### src/rtl/bmw_sched_pkg.sv
// Shared types and sizing helper for the BMW PIFO tree op scheduler.
package bmw_sched_pkg;

  typedef enum logic [1:0] {
    OP_NONE,
    OP_PUSH,
    OP_POP
  } op_e;

  typedef enum logic {
    S_ISSUE,
    S_GAP
  } state_e;

  // Width needed to hold an occupancy value in the range 0..cap.
  function automatic int unsigned cnt_w(input int unsigned cap);
    return (cap < 1) ? 1 : $clog2(cap + 1);
  endfunction

endpackage

### src/rtl/bmw_rr_arbiter.sv
// Round-robin arbiter: one-hot grant, search starts after the last accepted index.
module bmw_rr_arbiter #(
  parameter int unsigned N = 4
) (
  input  logic         i_clk,
  input  logic         i_arst_n,
  input  logic [N-1:0] i_req,
  input  logic         i_accept,
  output logic [N-1:0] o_gnt
);

  localparam int unsigned IW = (N > 1) ? $clog2(N) : 1;

  logic [IW-1:0] ptr_q;
  logic [IW-1:0] ptr_d;

  always_comb begin
    logic        found;
    int unsigned idx;
    o_gnt = '0;
    ptr_d = ptr_q;
    found = 1'b0;
    idx   = 0;
    for (int unsigned i = 1; i <= N; i++) begin
      idx = (32'(ptr_q) + i) % N;
      if (!found && i_req[IW'(idx)]) begin
        found            = 1'b1;
        o_gnt[IW'(idx)]  = 1'b1;
        ptr_d            = IW'(idx);
      end
    end
  end

  // Pointer starts at N-1 so requester 0 is searched first after reset.
  always_ff @(posedge i_clk or negedge i_arst_n) begin
    if (!i_arst_n) begin
      ptr_q <= IW'(N - 1);
    end else if (i_accept) begin
      ptr_q <= ptr_d;
    end
  end

endmodule

### src/rtl/bmw_op_scheduler.sv
// Push/pop front-end for the SRAM-backed BMW PIFO tree: arbitration, issue spacing, occupancy, responses.
// Optional statistics counters are enabled by defining BMW_SCHED_STATS_EN.
module bmw_op_scheduler
  import bmw_sched_pkg::*;
#(
  parameter int unsigned NREQ    = 4,
  parameter int unsigned DW      = 16,
  parameter int unsigned CAP     = 340,
  parameter int unsigned OP_GAP  = 2,
  parameter int unsigned POP_LAT = 1
) (
  input  logic                   i_clk,
  input  logic                   i_arst_n,
  input  logic [NREQ-1:0]        i_push_valid,
  input  logic [NREQ*DW-1:0]     i_push_data,
  output logic [NREQ-1:0]        o_push_ready,
  input  logic                   i_pop_valid,
  output logic                   o_pop_ready,
  output logic                   o_rsp_valid,
  output logic [DW-1:0]          o_rsp_data,
  output logic                   o_tree_push,
  output logic [DW-1:0]          o_tree_push_data,
  output logic                   o_tree_pop,
  input  logic [DW-1:0]          i_tree_pop_data,
  output logic [cnt_w(CAP)-1:0]  o_count,
  output logic                   o_full,
`ifdef BMW_SCHED_STATS_EN
  output logic [31:0]            o_stat_push,
  output logic [31:0]            o_stat_pop,
  output logic [31:0]            o_stat_stall,
`endif
  output logic                   o_empty
);

  localparam int unsigned CW = cnt_w(CAP);
  localparam int unsigned GW = (OP_GAP > 1) ? $clog2(OP_GAP) : 1;

  state_e          state_q;
  op_e             last_op_q;
  logic [GW-1:0]   gap_q;
  logic [CW-1:0]   count_q;
  logic            rsp_valid_q;
  logic [DW-1:0]   rsp_data_q;

  logic            full_c;
  logic            empty_c;
  logic            push_ok_c;
  logic            pop_ok_c;
  op_e             op_c;
  logic [NREQ-1:0] gnt_c;
  logic [DW-1:0]   push_data_c;
  logic            capture_c;

  assign full_c  = (count_q == CW'(CAP));
  assign empty_c = (count_q == '0);

  // Issue decision: only in S_ISSUE; on a push/pop tie the op opposite to the last one wins.
  always_comb begin
    push_ok_c = (state_q == S_ISSUE) && (|i_push_valid) && !full_c;
    pop_ok_c  = (state_q == S_ISSUE) && i_pop_valid && !empty_c;
    op_c      = OP_NONE;
    if (push_ok_c && pop_ok_c) begin
      op_c = (last_op_q == OP_PUSH) ? OP_POP : OP_PUSH;
    end else if (push_ok_c) begin
      op_c = OP_PUSH;
    end else if (pop_ok_c) begin
      op_c = OP_POP;
    end
  end

  bmw_rr_arbiter #(
    .N (NREQ)
  ) u_rr_arbiter (
    .i_clk    (i_clk),
    .i_arst_n (i_arst_n),
    .i_req    (i_push_valid),
    .i_accept (op_c == OP_PUSH),
    .o_gnt    (gnt_c)
  );

  // One-hot select of the granted requester's data.
  always_comb begin
    push_data_c = '0;
    for (int unsigned k = 0; k < NREQ; k++) begin
      if (gnt_c[k]) begin
        push_data_c = push_data_c | i_push_data[k*DW +: DW];
      end
    end
  end

  assign o_push_ready     = (op_c == OP_PUSH) ? gnt_c : '0;
  assign o_tree_push      = (op_c == OP_PUSH);
  assign o_tree_push_data = (op_c == OP_PUSH) ? push_data_c : '0;
  assign o_pop_ready      = (op_c == OP_POP);
  assign o_tree_pop       = (op_c == OP_POP);

  // Issue-spacing FSM and tie-break history.
  always_ff @(posedge i_clk or negedge i_arst_n) begin
    if (!i_arst_n) begin
      state_q   <= S_ISSUE;
      last_op_q <= OP_PUSH;
      gap_q     <= '0;
    end else begin
      case (state_q)
        S_ISSUE: begin
          if (op_c != OP_NONE) begin
            last_op_q <= op_c;
            if (OP_GAP > 1) begin
              state_q <= S_GAP;
              gap_q   <= GW'(OP_GAP - 1);
            end
          end
        end
        S_GAP: begin
          gap_q <= gap_q - GW'(1);
          if (gap_q <= GW'(1)) begin
            state_q <= S_ISSUE;
          end
        end
        default: begin
          state_q <= S_ISSUE;
        end
      endcase
    end
  end

  // Occupancy: push and pop never issue in the same cycle.
  always_ff @(posedge i_clk or negedge i_arst_n) begin
    if (!i_arst_n) begin
      count_q <= '0;
    end else if (op_c == OP_PUSH) begin
      count_q <= count_q + CW'(1);
    end else if (op_c == OP_POP) begin
      count_q <= count_q - CW'(1);
    end
  end

  assign o_count = count_q;
  assign o_full  = full_c;
  assign o_empty = empty_c;

  // Pop-latency tracker: capture_c marks the cycle the tree's pop data is valid.
  if (POP_LAT == 0) begin : g_lat0
    assign capture_c = (op_c == OP_POP);
  end else begin : g_latn
    logic [POP_LAT-1:0] pipe_q;
    always_ff @(posedge i_clk or negedge i_arst_n) begin
      if (!i_arst_n) begin
        pipe_q <= '0;
      end else begin
        pipe_q <= (pipe_q << 1) | POP_LAT'(op_c == OP_POP);
      end
    end
    assign capture_c = pipe_q[POP_LAT-1];
  end

  always_ff @(posedge i_clk or negedge i_arst_n) begin
    if (!i_arst_n) begin
      rsp_valid_q <= 1'b0;
      rsp_data_q  <= '0;
    end else begin
      rsp_valid_q <= capture_c;
      if (capture_c) begin
        rsp_data_q <= i_tree_pop_data;
      end
    end
  end

  assign o_rsp_valid = rsp_valid_q;
  assign o_rsp_data  = rsp_data_q;

`ifdef BMW_SCHED_STATS_EN
  logic [31:0] stat_push_q;
  logic [31:0] stat_pop_q;
  logic [31:0] stat_stall_q;
  logic        stall_c;

  // A stall is an idle issue slot while some request is held back by full/empty.
  assign stall_c = (state_q == S_ISSUE) && (op_c == OP_NONE) &&
                   (((|i_push_valid) && full_c) || (i_pop_valid && empty_c));

  always_ff @(posedge i_clk or negedge i_arst_n) begin
    if (!i_arst_n) begin
      stat_push_q  <= '0;
      stat_pop_q   <= '0;
      stat_stall_q <= '0;
    end else begin
      if (op_c == OP_PUSH) stat_push_q  <= stat_push_q + 32'd1;
      if (op_c == OP_POP)  stat_pop_q   <= stat_pop_q + 32'd1;
      if (stall_c)         stat_stall_q <= stat_stall_q + 32'd1;
    end
  end

  assign o_stat_push  = stat_push_q;
  assign o_stat_pop   = stat_pop_q;
  assign o_stat_stall = stat_stall_q;
`endif

endmodule

### config.mk
export PLATFORM = sky130hd
export DESIGN_NAME = bmw_op_scheduler
export DESIGN_NICKNAME = d
export VERILOG_FILES = /design/src/rtl/bmw_sched_pkg.sv /design/src/rtl/bmw_rr_arbiter.sv /design/src/rtl/bmw_op_scheduler.sv
export SDC_FILE = /design/constraint.sdc
export NUM_CORES = 1
export LEC_CHECK = 0
export ABC_AREA = 1
export BUFFER_PORTS_ARGS = -buffer_cell sky130_fd_sc_hd__clkbuf_2
export CAP_MARGIN = 20
export CORE_MARGIN = 2
export CORE_UTILIZATION = 50
export DETAILED_ROUTE_END_ITERATION = 6
export GPL_TIMING_DRIVEN = 0
export PLACE_DENSITY_LB_ADDON = 0.08
export SYNTH_ARGS = -nofsm -noshare
export SYNTH_HDL_FRONTEND = slang
export SYNTH_SLANG_ARGS = --single-unit
### constraint.sdc
create_clock -name i_clk -period 4.84 [get_ports i_clk]
set_clock_uncertainty 0.05 [all_clocks]
set_input_delay 0.242 -clock i_clk [delete_from_list [all_inputs] [get_ports i_clk]]
set_output_delay 0.242 -clock i_clk [all_outputs]
set_load 0.02 [all_outputs]
==> results.md, run 1 <==
- Walking the worst path, the cells encountered are nor2_1, nand3_1, nor2_1, nor3_1, nand2_1, nand2_1, buf_1, ha_1, a21oi_1, o21ai_0, nand3_1, nand2_1, nand3_1, nand2_1, nand2_1, nand2_1, nand2_1, nand2_1.
- The synthesized netlist contains 37 unique library cells.
- The post-CTS setup repair buffer count is 0.
- The total area inside the core boundary comes to ~5000 um^2.
- The final reports fail on negative hold slack.
- The dominant register cell in the synthesized netlist is dfrtp_1.
- The number of warning messages in the yosys log is 0.
- In this run the horizontal extent of the chip is 76.8 um.
- The critical path is of the register to register type.
- The number of clock sinks seen by CTS is 32.
- The biggest fanout along the worst timing path is 16.
- Of the cells placed in the final design, the portion with a size suffix greater than 1 is 40.5%.
- The total power consumption of the routed design is 0.00310 W.
- After clock tree synthesis, the clock-pin slew on the worst setup and hold paths is roughly 70 ps.
- dfrtp_1 takes more of the synthesized area than any other cell.
- The number of global-route vias before repair is 2609.
- For the pin with the worst max-slew slack, the measured transition is 777 ps.
- The launch point of the worst path is o_count[0].
- The nature of the critical path endpoint is a register.
- In this run the deepest clock path goes through 2 buffers.
- Row generation in the floorplan step produced 26 rows.
- Compared with the post-synthesis result, the final layout area differs by 32.7%.
- The total detailed-routing wirelength is around 6700 um.
- The max-slew violation count is 0.
- Together, buffers and inverters on the worst path number 1.
- The slowest stage of the critical path belongs to the cell buf_1.
- Across all hold checks on the routed design, the worst slack comes to -15.0 ps.
- The count of final hold-check violations is 29.
- In the final timing run, aggregate negative setup slack is 0 ps.
- Dividing the detail-routed wire length by the instance count gives around 11 um.
- By instance count, the cell type seen most on the critical path is nand2_1.
- The normalized max-slew margin is just under 50%.
- The count of input and output buffers is 137.
- Dividing the synthesized area by the synthesized cell count gives 7.20 um^2.
- The post-layout minimum cycle time is between 3000 and 4000 ps.
- In this run, synthesis inferred 0 flip-flops with an integrated enable.
- Counting the fill cells in the layout gives 426.
- The via count is 2798.
- Gates resized during post-CTS repair numbered 0.
- The die covers 5900 um^2.
- Synthesis inferred 32 register bits.
- The number of nets with antenna violations after routing is 0.
- Entering global routing, the biggest net connects 33 pins.
- Setup repair after global routing left no endpoint under its margin.
- Global routing finished with a remaining overflow of 0.
- The worst reg2reg path startpoint is o_count[0].
- In the routed layout, each cell is associated on average with a via count of 4.80.
- At the worst endpoint, the required time is around 5000 ps.
- VDD sags by at most 0.529 mV.
- For this run, the slowest stage of the critical path takes 620 ps.
- The DRC violation total after the first TritonRoute iteration is 75.
- Sorting the synthesized cells by how often they occur yields nand2_1 (129), nor2_1 (49), dfrtp_1 (29).
- The placed wire-length estimate after detailed placement is 5330 um.
- The number of buffers inserted for hold repair after clock tree synthesis is 0.
- Yosys attributes the largest share of cell area to dfrtp_1 (27%), nand2_1 (18%), ha_1 (7.1%), nor2_1 (6.9%), mux2_2 (6.8%).
- The area of the mapped netlist is 2650 um^2.
- CTS built an H-tree with a depth of 2.
- Synthesis produced a netlist whose cell count is 368.
- The net count reported at finish is 615.
- The placer congestion estimate is 0.836.
- The cell at the root of the clock tree is clkbuf_8.
- The endpoint arrival time on the critical path is 3580 ps.
- The number of nets produced by synthesis is 471.
- In this run the vertical extent of the chip is 76.8 um.
- Setup violations remaining at the end of the flow were counted as 0.
- TritonCTS built the clock tree.
- The leakage power figure is 2.03 nW.
- The type of the tightest min-delay check is primary input to asynchronous set/reset pin.
- The number of antenna violations at the first check in global routing is 0.
- The total global-route track usage is 23.1%.
- The sort of element at the start of the critical path is a register.
- The post-route fraction of the period consumed by the critical path is a little over 70%.
- The most frequent cell after synthesis is nand2_1.
- The run finished, with violations left.
- The effective utilization at floorplan is 51.9%.
- The remaining routing DRC violations is 0.
- The first global-routing pass estimated 11600 um of wire.
- 138 I/O pins were placed.
- The total clock buffers created by CTS is 5.
- Of all flip-flops after synthesis, the portion carrying an async set or reset was 100%.
- The power density over the cells is 882 nW/um^2.
- The cell family contributing the most delay on the critical path is simple AND/OR/NAND/NOR gates.
- The clock insertion delay at the later pin of the skew report is 270 ps.
- Summed over its instances, the top area cell type makes up 27.4% of the synthesized netlist area.
- The fraction of the yosys area taken by sequential cells is a little under a third.
- Before antenna repair, the detailed router went through 4 iterations.
- 0 antenna diodes ended up in the layout.
- The max-capacitance violation count is 0.
- Cells fill a little under 70% of the core in the end.
- Static timing analysis puts the maximum clock frequency at 289 MHz.
## cells in the final DEF (no fill, tap or decap), types with 3 or more instances in the layout
master    instances
nor2_2            4
nand3_1          16
nand2_2          18
buf_6             3
mux2_2           16
clkbuf_8          6
dfstp_2           3
nand2_4           4
xor2_1            3
dfrtp_1          29
inv_1            24
clkbuf_2        137
o21ai_0           7
nor2_1           49
xnor2_1           4
nand3_2           4
a21oi_1          14
ha_1             15
a21o_1            3
nand2_1         129
## registers in the layout, summed over array words and instances, names as in the netlist
signal              cells
capture_c               1
last_op_q               2
o_count                 9
o_rsp_data             16
o_rsp_valid             1
state_q                 1
u_rr_arbiter.ptr_q      2
## stage by stage
stage                     setup WS [ps]  std cells  instance area, um^2
after floorplan                    1810        368                 2650
after detailed placement           1430        575                 3420
after global placement             1470        575                 3420
after CTS                          1400        583                 3510
after global routing                969        583                 3510
final                              1380        583                 3510
## power by group
| part | internal [W] | switching [W] |
|---|---|---|
| clock | 0.000113 | 0.0000953 |
| sequential | 0.000420 | 0.000110 |
| combinational | 0.000894 | 0.00147 |
| total | 0.00143 | 0.00167 |
## worst paths after layout
| check | endpoint | slack, ps | cells after the start |
|---|---|---|---|
| hold reg to reg | o_rsp_valid | 330 | 0 |
| max in group asynchronous | o_rsp_valid | 4270 | 1 |
| min in group i_clk | o_rsp_data[4] | 140 | 2 |
| setup / recovery | o_count[8] | 1380 | 18 |
| hold / removal | o_count[6] | -20 | 1 |
| setup reg to reg | o_count[8] | 1380 | 18 |
## cells by family after synthesis
| group | Yosys count | synth area share [%] |
|---|---|---|
| xor+xnor | 7 | 2.31 |
| simple gates | 233 | 39.7 |
| fa+ha+maj | 16 | 7.84 |
| buf+inv | 36 | 6.99 |
| flops | 32 | 30.4 |
| mux | 16 | 6.80 |
| compound gates | 28 | 5.95 |
## layer usage
metal / global-route usage, % / vias up / part of all wire [%]
li1: - / 1450 / -
met1: 28.4 / 1237 / 43
met2: 42.2 / 105 / 49
met3: 4.59 / 6 / 7.9
met4: 4.00 / 0 / 0.90
met5: 0 / - / 0
## worst reg2reg max path: stages (launching register included)
cell     delay (ps)
dfrtp_1         440
nor2_1           80
nand3_1          70
nor2_1           60
nor3_1          430
nand2_1         100
nand2_1         190
buf_1           620
ha_1            410
a21oi_1         170
o21ai_0         170
nand3_1         120
nand2_1          80
nand3_1         100
nand2_1          60
nand2_1          80
nand2_1          50
nand2_1          50
nand2_1          40
## cell type report
cell class	count	area [um^2]	area share, %
well taps	70	87.6	2.49
clock buffers	6	82.6	2.35
plain buffers	10	85.1	2.42
clock inverters	2	10.0	0.285
multi-input cells	300	1660	47.2
inverters	26	100	2.85
repair buffers	137	686	19.5
flip-flops and latches	32	805	22.9
(Power assumes the default switching activity.)
==> inputs of run 2 (changes only) <==
--- a/config.mk
+++ b/config.mk
@@ -9,7 +9,7 @@
 export BUFFER_PORTS_ARGS = -buffer_cell sky130_fd_sc_hd__clkbuf_2
 export CAP_MARGIN = 20
 export CORE_MARGIN = 2
-export CORE_UTILIZATION = 50
+export CORE_UTILIZATION = 46
 export DETAILED_ROUTE_END_ITERATION = 6
 export GPL_TIMING_DRIVEN = 0
 export PLACE_DENSITY_LB_ADDON = 0.08
==> constraint.sdc (replaced) <==
create_clock -name i_clk -period 3.4 [get_ports i_clk]
set_clock_uncertainty 0.05 [all_clocks]
set_input_delay 0.17 -clock i_clk [delete_from_list [all_inputs] [get_ports i_clk]]
set_output_delay 0.17 -clock i_clk [all_outputs]
set_load 0.02 [all_outputs]
==> results.md, run 2 (same netlist as run 1, synthesis figures left out) <==
- Setup repair after global routing left no endpoint under its margin.
- The remaining routing DRC violations is 0 (unchanged).
- The endpoint arrival time on the critical path is 2930 ps (-650 ps).
- The filler cell count is 541 (+27%).
- The placed wire-length estimate after detailed placement was 5610 um (+5.1%).
- The biggest fanout along the worst timing path is 10 (-6).
- The max-capacitance violation count came to 0 (unchanged).
- The leakage power figure is 2.04 nW (+0.49%).
- The first-pass GRT wire length was 11600 um (-0.11%).
- The sort of element at the start of the critical path is a register.
- In this run the critical register-to-register path is launched from o_count[0].
- STA classifies the critical path endpoint as an output pin.
- The area of the die is 6380 um^2 (+8.2%).
- The post-CTS setup repair buffer count came to 0 (unchanged).
- Tracing the worst setup path back leads to its startpoint at u_rr_arbiter.ptr_q[0].
- The DRC violation total after the first TritonRoute iteration is 74 (-1.3%).
- The power density over the cells came to 1270 nW/um^2 (+44%).
- Leaving out fill and tap cells, the most frequent cells in the layout are clkbuf_2 (137), nand2_1 (129), nor2_1 (49).
- In this run the worst hold path is classified as primary input to register.
- The deepest clock path buffer count is 2 (unchanged).
- The die height is 79.9 um (+4.0%).
- The number of clock sinks seen by CTS is 32 (unchanged).
- The average detailed-routed wire length per instance is 12.1 um (+5.6%).
- The data required time of the worst path is 3180 ps (-1780 ps).
- The total clock buffers created by CTS is 5 (unchanged).
- The count of input and output buffers is 137 (unchanged).
- The maximum number of pins on one net before global-route repair is 33 (unchanged).
- The area of combinational cells with multiple inputs is 1660 um^2 (+0.30%).
- The horizontal die dimension is 79.9 um (+4.0%).
- After layout, the worst path uses ~93% of the clock period.
- The total number of placement rows is 27 (+3.8%).
- TritonCTS built the clock tree.
- The setup TNS after final layout is 0 ps (unchanged).
- The total detailed-routing wirelength came to 7090 um (+6.1%).
- The endpoint of the lowest-slack register-to-register path is o_count[7].
- The net count reported at finish was 616 (+0.16%).
- The number of flip-flops in the largest register came to 16 (unchanged).
- The total global-route track usage is 22.5% (-0.60 points).
- The number of antenna diodes came to 0 (unchanged).
- The run finished with clean final reports.
- The mean number of vias per cell came to 4.84 (+0.80%).
- The clock slew at the register clock pins of the worst setup and hold paths is 70 ps (about the same).
- The effective utilization at floorplan is 47.8% (-4.1 points).
- The total of endpoints with negative setup slack in the final report is 0 (unchanged).
- The actual slew at the worst max-slew pin is 772 ps (-4.82 ps).
- The highest achievable clock rate is 318 MHz.
- The number of global-route vias before repair is 2689 (+3.1%).
- The top-level I/O count came to 138 (unchanged).
- The via count was 2835 (+1.3%).
- The critical path capture point is o_tree_push_data[14].
- The leading cell type in the layout, fill and taps excluded is clkbuf_2.
- The normalized max-slew margin came to 48.5% (+0.32 points).
- The worst hold-check slack was 66.1 ps (+81.1 ps).
- The sequential cell area is 805 um^2 (unchanged).
- The max-slew violation count is 0 (unchanged).
- The core outline area is 5540 um^2 (+8.5%).
- The growth of design area from synthesis to finish is 34.1%.
- The number of antenna violations at the first check in global routing is 0 (unchanged).
- The type of the setup path with the least slack is register to output pin.
- The total congestion overflow is 0 (unchanged).
- The fraction of layout cells with a size suffix above 1 is 40.9% (+0.31 points).
- The cell depth of the worst flop-to-flop path was 15 (-3).
- The peak supply drop is 0.651 mV (+23%).
- The placer congestion estimate is 0.866 (+3.6%).
- The detailed-router iteration count before antenna repair is 4 (unchanged).
- The cell at the root of the clock tree is clkbuf_8.
- The count of final hold-check violations was 0 (-100%).
- The slack of the worst reg-to-reg path is 480 ps (-900 ps).
- The number of H-tree branching levels was 2 (unchanged).
- For the finished layout, the period the worst path requires is 3150 ps.
- The clock insertion delay at the later pin of the skew report is 280 ps (about the same).
- The number of nets with antenna violations after routing is 0 (unchanged).
run 2: worst min-delay path by stage:
stage	startpoint	endpoint	slack (ps)	cells after the start
floorplan	i_arst_n	capture_c	-180	0
global placement	i_arst_n	o_count[5]	240	1
detailed placement	i_arst_n	o_count[3]	240	1
CTS	i_tree_pop_data[13]	o_rsp_data[13]	60	2
global route	i_tree_pop_data[6]	o_rsp_data[6]	60	2
finish	i_tree_pop_data[5]	o_rsp_data[5]	70	2
run 2: area by class of cell:
| type | count | share of cell area (%) |
|---|---|---|
| inverters | 26 | 2.82 |
| flip-flops and latches | 32 | 22.6 |
| well taps | 72 | 2.54 |
| clock buffers | 5 | 1.94 |
| multi-input cells | 300 | 46.8 |
| clock inverters | 3 | 1.20 |
| plain buffers | 10 | 2.43 |
| repair buffers | 138 | 19.6 |
run 2: report_power, final:
part           internal [W]  total (W)  leakage (nW)  switching, W
Combinational       0.00128    0.00340          1.61       0.00212
Clock              0.000217   0.000361        0.0541      0.000144
Sequential         0.000598   0.000758         0.372      0.000160
run 2: metal layers:
layer | share of wire (%) | wire length (um) | GRT usage (%)
met5 | 0 | 0 | 0
met4 | 1.4 | 100 | 6.27
met3 | 7.6 | 540 | 4.64
met2 | 50 | 3520 | 40.5
met1 | 41 | 2930 | 27.0
run 2: timing repair:
item | in CTS | in global routing
gates resized for setup | 1 | 1
endpoints found under the setup margin | 2 | 2
endpoints found under the hold margin | 29 | 0
hold buffers | 1 | 0
run 2: worst max-delay path: stages, from the launching register on:
cell      delay, ps
dfstp_2         650
inv_2           160
ha_1            370
inv_1           140
nand3_2         110
nand2_4         150
nand3_4         120
nor2_1          140
nor2_2           60
nand2_2         140
buf_6           160
nand2_1          60
nand2_1          70
nor2_1           40
nor2_1           90
clkbuf_2        180
run 2: metrics by stage:
stage / std cells / power (W) / worst slack [ps] / utilization, % / cell area (um^2)
2_1_floorplan: 368 / 0.00333 / 369 / - / 2650
3_3_place_gp: 577 / 0.00408 / 29.1 / 61.8 / 3420
3_5_place_dp: 577 / 0.00415 / -66.4 / 61.8 / 3420
4_1_cts: 586 / 0.00454 / 247 / 64.0 / 3550
5_1_grt: 586 / 0.00497 / 17.4 / 64.1 / 3550
6_report: 586 / 0.00452 / 255 / 64.1 / 3550
==> inputs of run 3 (changes only) <==
--- a/config.mk
+++ b/config.mk
@@ -5,11 +5,12 @@
 export SDC_FILE = /design/constraint.sdc
 export NUM_CORES = 1
 export LEC_CHECK = 0
-export ABC_AREA = 1
+export ABC_AREA = 0
 export BUFFER_PORTS_ARGS = -buffer_cell sky130_fd_sc_hd__clkbuf_2
 export CAP_MARGIN = 20
 export CORE_MARGIN = 2
-export CORE_UTILIZATION = 46
+export CORE_UTILIZATION = 45
+export CTS_CLUSTER_SIZE = 14
 export DETAILED_ROUTE_END_ITERATION = 6
 export GPL_TIMING_DRIVEN = 0
 export PLACE_DENSITY_LB_ADDON = 0.08
==> results.md, run 3 <==
- The deepest clock path buffer count is 2 (unchanged).
- Ranked by total cell area, the synthesized netlist is headed by dfrtp_1 (29%), a22oi_1 (9.7%), mux2_2 (7.7%), ha_1 (7.6%), nand2_1 (5.3%).
- The placed wire-length estimate after detailed placement is 5070 um (-9.6%).
- The count of unique library cells instantiated by Yosys is 45 (+22%).
- The endpoint of the lowest-slack register-to-register path is o_count[5].
- The min-delay analysis places its worst path in the category primary input to register.
- Relative to the synthesized area, the layout overhead comes to 43.9%.
- The number of clock sinks seen by CTS is 32 (unchanged).
- After synthesis, the most frequently instantiated cells are nand2_1 (35), a22oi_1 (32), dfrtp_1 (29).
- The number of nets with antenna violations after routing is 0 (unchanged).
- The longest individual stage delay on the worst path is 550 ps (-100 ps).
- The first-pass GRT wire length is 10500 um (-9.8%).
- The peak supply drop is 0.610 mV (-6.3%).
- The fraction of the yosys area taken by sequential cells is 32.4% (+2.1 points).
- The sequential cell area is 805 um^2 (unchanged).
- The total number of placement rows is 27 (unchanged).
- The top-level I/O count is 138 (unchanged).
- The total clock buffers created by CTS is 5 (unchanged).
- The fraction of registers with async set or reset after synthesis is 100% (unchanged).
- The count of input and output buffers was 136 (-0.73%).
- The DRC violation total after the first TritonRoute iteration is 142 (+92%).
- Leaving out fill and tap cells, the most frequent cells in the layout are clkbuf_2 (136), nand2_1 (35), a22oi_1 (32).
- The via count is 2526 (-11%).
- The cell at the root of the clock tree is clkbuf_8.
- The total global-route track usage was 20.9% (-1.7 points).
- The number of antenna violations at the first check in global routing came to 0 (unchanged).
- The area of the die came to 6120 um^2 (-4.1%).
- The number of enable flip-flop cells after synthesis is 0 (unchanged).
- Leaving out fill and tap cells, the most frequent cell in the layout is clkbuf_2.
- The number of global-route vias before repair is 2326 (-13%).
- The critical path capture point is o_tree_push_data[6].
- The share of Yosys cell area claimed by the top area cell type is 29.3% (+1.9 points).
- The launch point of the worst path is u_rr_arbiter.ptr_q[0].
- The max-capacitance violation count came to 0 (unchanged).
- The setup TNS after final layout is 0 ps (unchanged).
- The register bit total from synthesis is 32 (unchanged).
- The average detailed-routed wire length per instance is 13.8 um (+14%).
- The fraction of layout cells with a size suffix above 1 was 52.2% (+11 points).
- The detailed-router iteration count before antenna repair is 4 (unchanged).
- The startpoint identified for the worst register-to-register timing path is o_count[2].
- The max-slew violation count is 0 (unchanged).
- The die height is 78.2 um (-2.1%).
- The normalized max-slew margin is 48.5% (-0.055 points).
- The synthesized instance count is 247 (-33%).
- The highest achievable clock rate is 306 MHz (-3.8%).
- The signal on the critical path passes through buf_6, clkinvlp_4, ha_4, mux4_2, buf_2, a21o_1, a31oi_4, buf_4, a22oi_1, nand2_1, clkbuf_2.
- The actual slew at the worst max-slew pin was 773 ps (+0.824 ps).
- The number of antenna diodes came to 0 (unchanged).
- The slowest library cell on the worst path is dfstp_2.
- The post-layout minimum cycle time is 3270 ps (+126 ps).
- The maximum number of pins on one net before global-route repair is 33 (unchanged).
- The top cell type by total area after synthesis is dfrtp_1.
- The remaining routing DRC violations is 0 (unchanged).
- The placer congestion estimate was 0.733 (-15%).
- The total congestion overflow came to 0 (unchanged).
- The endpoint arrival time on the critical path is 3050 ps (+120 ps).
- The number of H-tree branching levels is 2 (unchanged).
- The flow ran to the end, and the final reports show no timing, DRC or antenna violations.
- The power density over the cells is 746 nW/um^2 (-41%).
- The area of the mapped netlist is 2480 um^2 (-6.4%).
- The worst setup path is captured at an output pin.
- Among all cell types in the netlist, the one instantiated most often is nand2_1.
- The leakage power figure came to 1.78 nW (-13%).
- The worst setup path is of the register to output pin kind.
- STA classifies the critical path startpoint as a register.
- The number of flip-flops in the largest register is 16 (unchanged).
- The net count reported at finish came to 514 (-17%).
- The cell depth of the worst flop-to-flop path came to 11 (-4).
- The filler cell count was 473 (-13%).
- The total of endpoints with negative setup slack in the final report came to 0 (unchanged).
- The clock slew at the register clock pins of the worst setup and hold paths is 60 ps (about the same).
- The average footprint of a synthesized cell was 10.0 um^2 (+39%).
- The effective utilization at floorplan is 45.9% (-1.9 points).
- The number of warning messages in the yosys log was 0 (unchanged).
- The post-route fraction of the period consumed by the critical path came to 96.2% (+3.7 points).
- The TritonCTS clock tree is built.
- The biggest fanout along the worst timing path was 10 (unchanged).
- The count of final hold-check violations was 0 (unchanged).
- The area of combinational cells with multiple inputs is 1580 um^2 (-5.0%).
- In the synthesized netlist the dominant register cell turns out to be dfrtp_1.
- The data required time of the worst path is 3180 ps (about the same).
- The core outline area is 5410 um^2 (-2.4%).
- The worst hold-check slack came to 75.6 ps (+9.49 ps).
- The clock insertion delay at the later pin of the skew report was 270 ps (about the same).
- The total detailed-routing wirelength is 6680 um (-5.8%).
- The mean number of vias per cell was 5.22 (+7.9%).
- The horizontal die dimension came to 78.2 um (-2.1%).
- The number of nets produced by synthesis is 350 (-26%).
- The slack of the worst reg-to-reg path came to 180 ps (-300 ps).
[run 3: cell count changes after synthesis, sizes merged, moves of 6 or more]
| cell | change |
|---|---|
| nand2 | -116 |
| nor2 | -46 |
| a22oi | +32 |
| nand3 | -21 |
| inv | -17 |
| o21ai | +6 |
[run 3: report_power, final]
| part | switching, W | internal (W) |
|---|---|---|
| clock network | 0.000129 | 0.000217 |
| registers | 0.000161 | 0.000576 |
| logic | 0.000851 | 0.000728 |
| total | 0.00114 | 0.00152 |
[run 3: final cells by class]
type,count,area share [%]
Multi-Input combinational cell,194,44.3
Timing Repair Buffer,157,23.9
Sequential cell,32,22.5
Buffer,12,2.52
Tap cell,72,2.52
Clock buffer,6,2.03
Inverter,9,1.16
Clock inverter,2,0.982
[run 3: worst min path at each step]
stage / start / to / slack [ps] / cells after the start
after floorplan: i_arst_n / capture_c / -180 / 0
after global placement: i_arst_n / o_count[7] / 240 / 1
after detailed placement: i_arst_n / o_count[7] / 240 / 1
after CTS: i_tree_pop_data[2] / o_rsp_data[2] / 60 / 2
after global routing: i_tree_pop_data[14] / o_rsp_data[14] / 60 / 2
final: i_tree_pop_data[6] / o_rsp_data[6] / 80 / 2
[run 3: cells by family after synthesis]
kind of cell             after synthesis  share of synthesized area (%)
AO/OA/AOI/OAI                         79                           26.2
AND/OR/NAND/NOR                       69                           14.2
flip-flops                            32                           32.4
multiplexers                          22                           11.3
buffers and inverters                 21                           4.74
adder cells (fa/ha/maj)               16                           8.38
XOR/XNOR                               8                           2.83
[run 3: through the flow]
stage	setup slack (ps)	std cells	instance area (um^2)	utilization [%]	power [W]
2_1_floorplan	4.71	247	2480	-	0.00176
3_3_place_gp	-143	455	3250	60.1	0.00213
3_5_place_dp	-166	455	3250	60.1	0.00216
4_1_cts	15.8	473	3460	64.1	0.00257
5_1_grt	-2.62	484	3570	66.0	0.00288
6_report	129	484	3570	66.0	0.00266
[run 3: routing by layer]
layer / routed length, um / GRT usage [%]
met4: 62 / 4.39
met3: 398 / 3.91
met2: 3470 / 39.2
met1: 2750 / 24.6
met5: 0 / 0
[run 3: timing repair]
item	CTS	global route
endpoints found under the setup margin	21	19
hold buffers	1	0
resized for setup	3	7
gates cloned	0	1
hold endpoints to repair	29	0
setup buffers	9	10
pin swaps	4	3
[run 3: critical path: cells and delay by family (launching register included)]
| kind | cells | cell delay [ps] |
|---|---|---|
| AO/OA/AOI/OAI | 3 | 520 |
| AND/OR/NAND/NOR | 1 | 60 |
| buffers and inverters | 5 | 830 |
| adder cells (fa/ha/maj) | 1 | 310 |
| multiplexers | 1 | 500 |
| flip-flops | 1 | 550 |
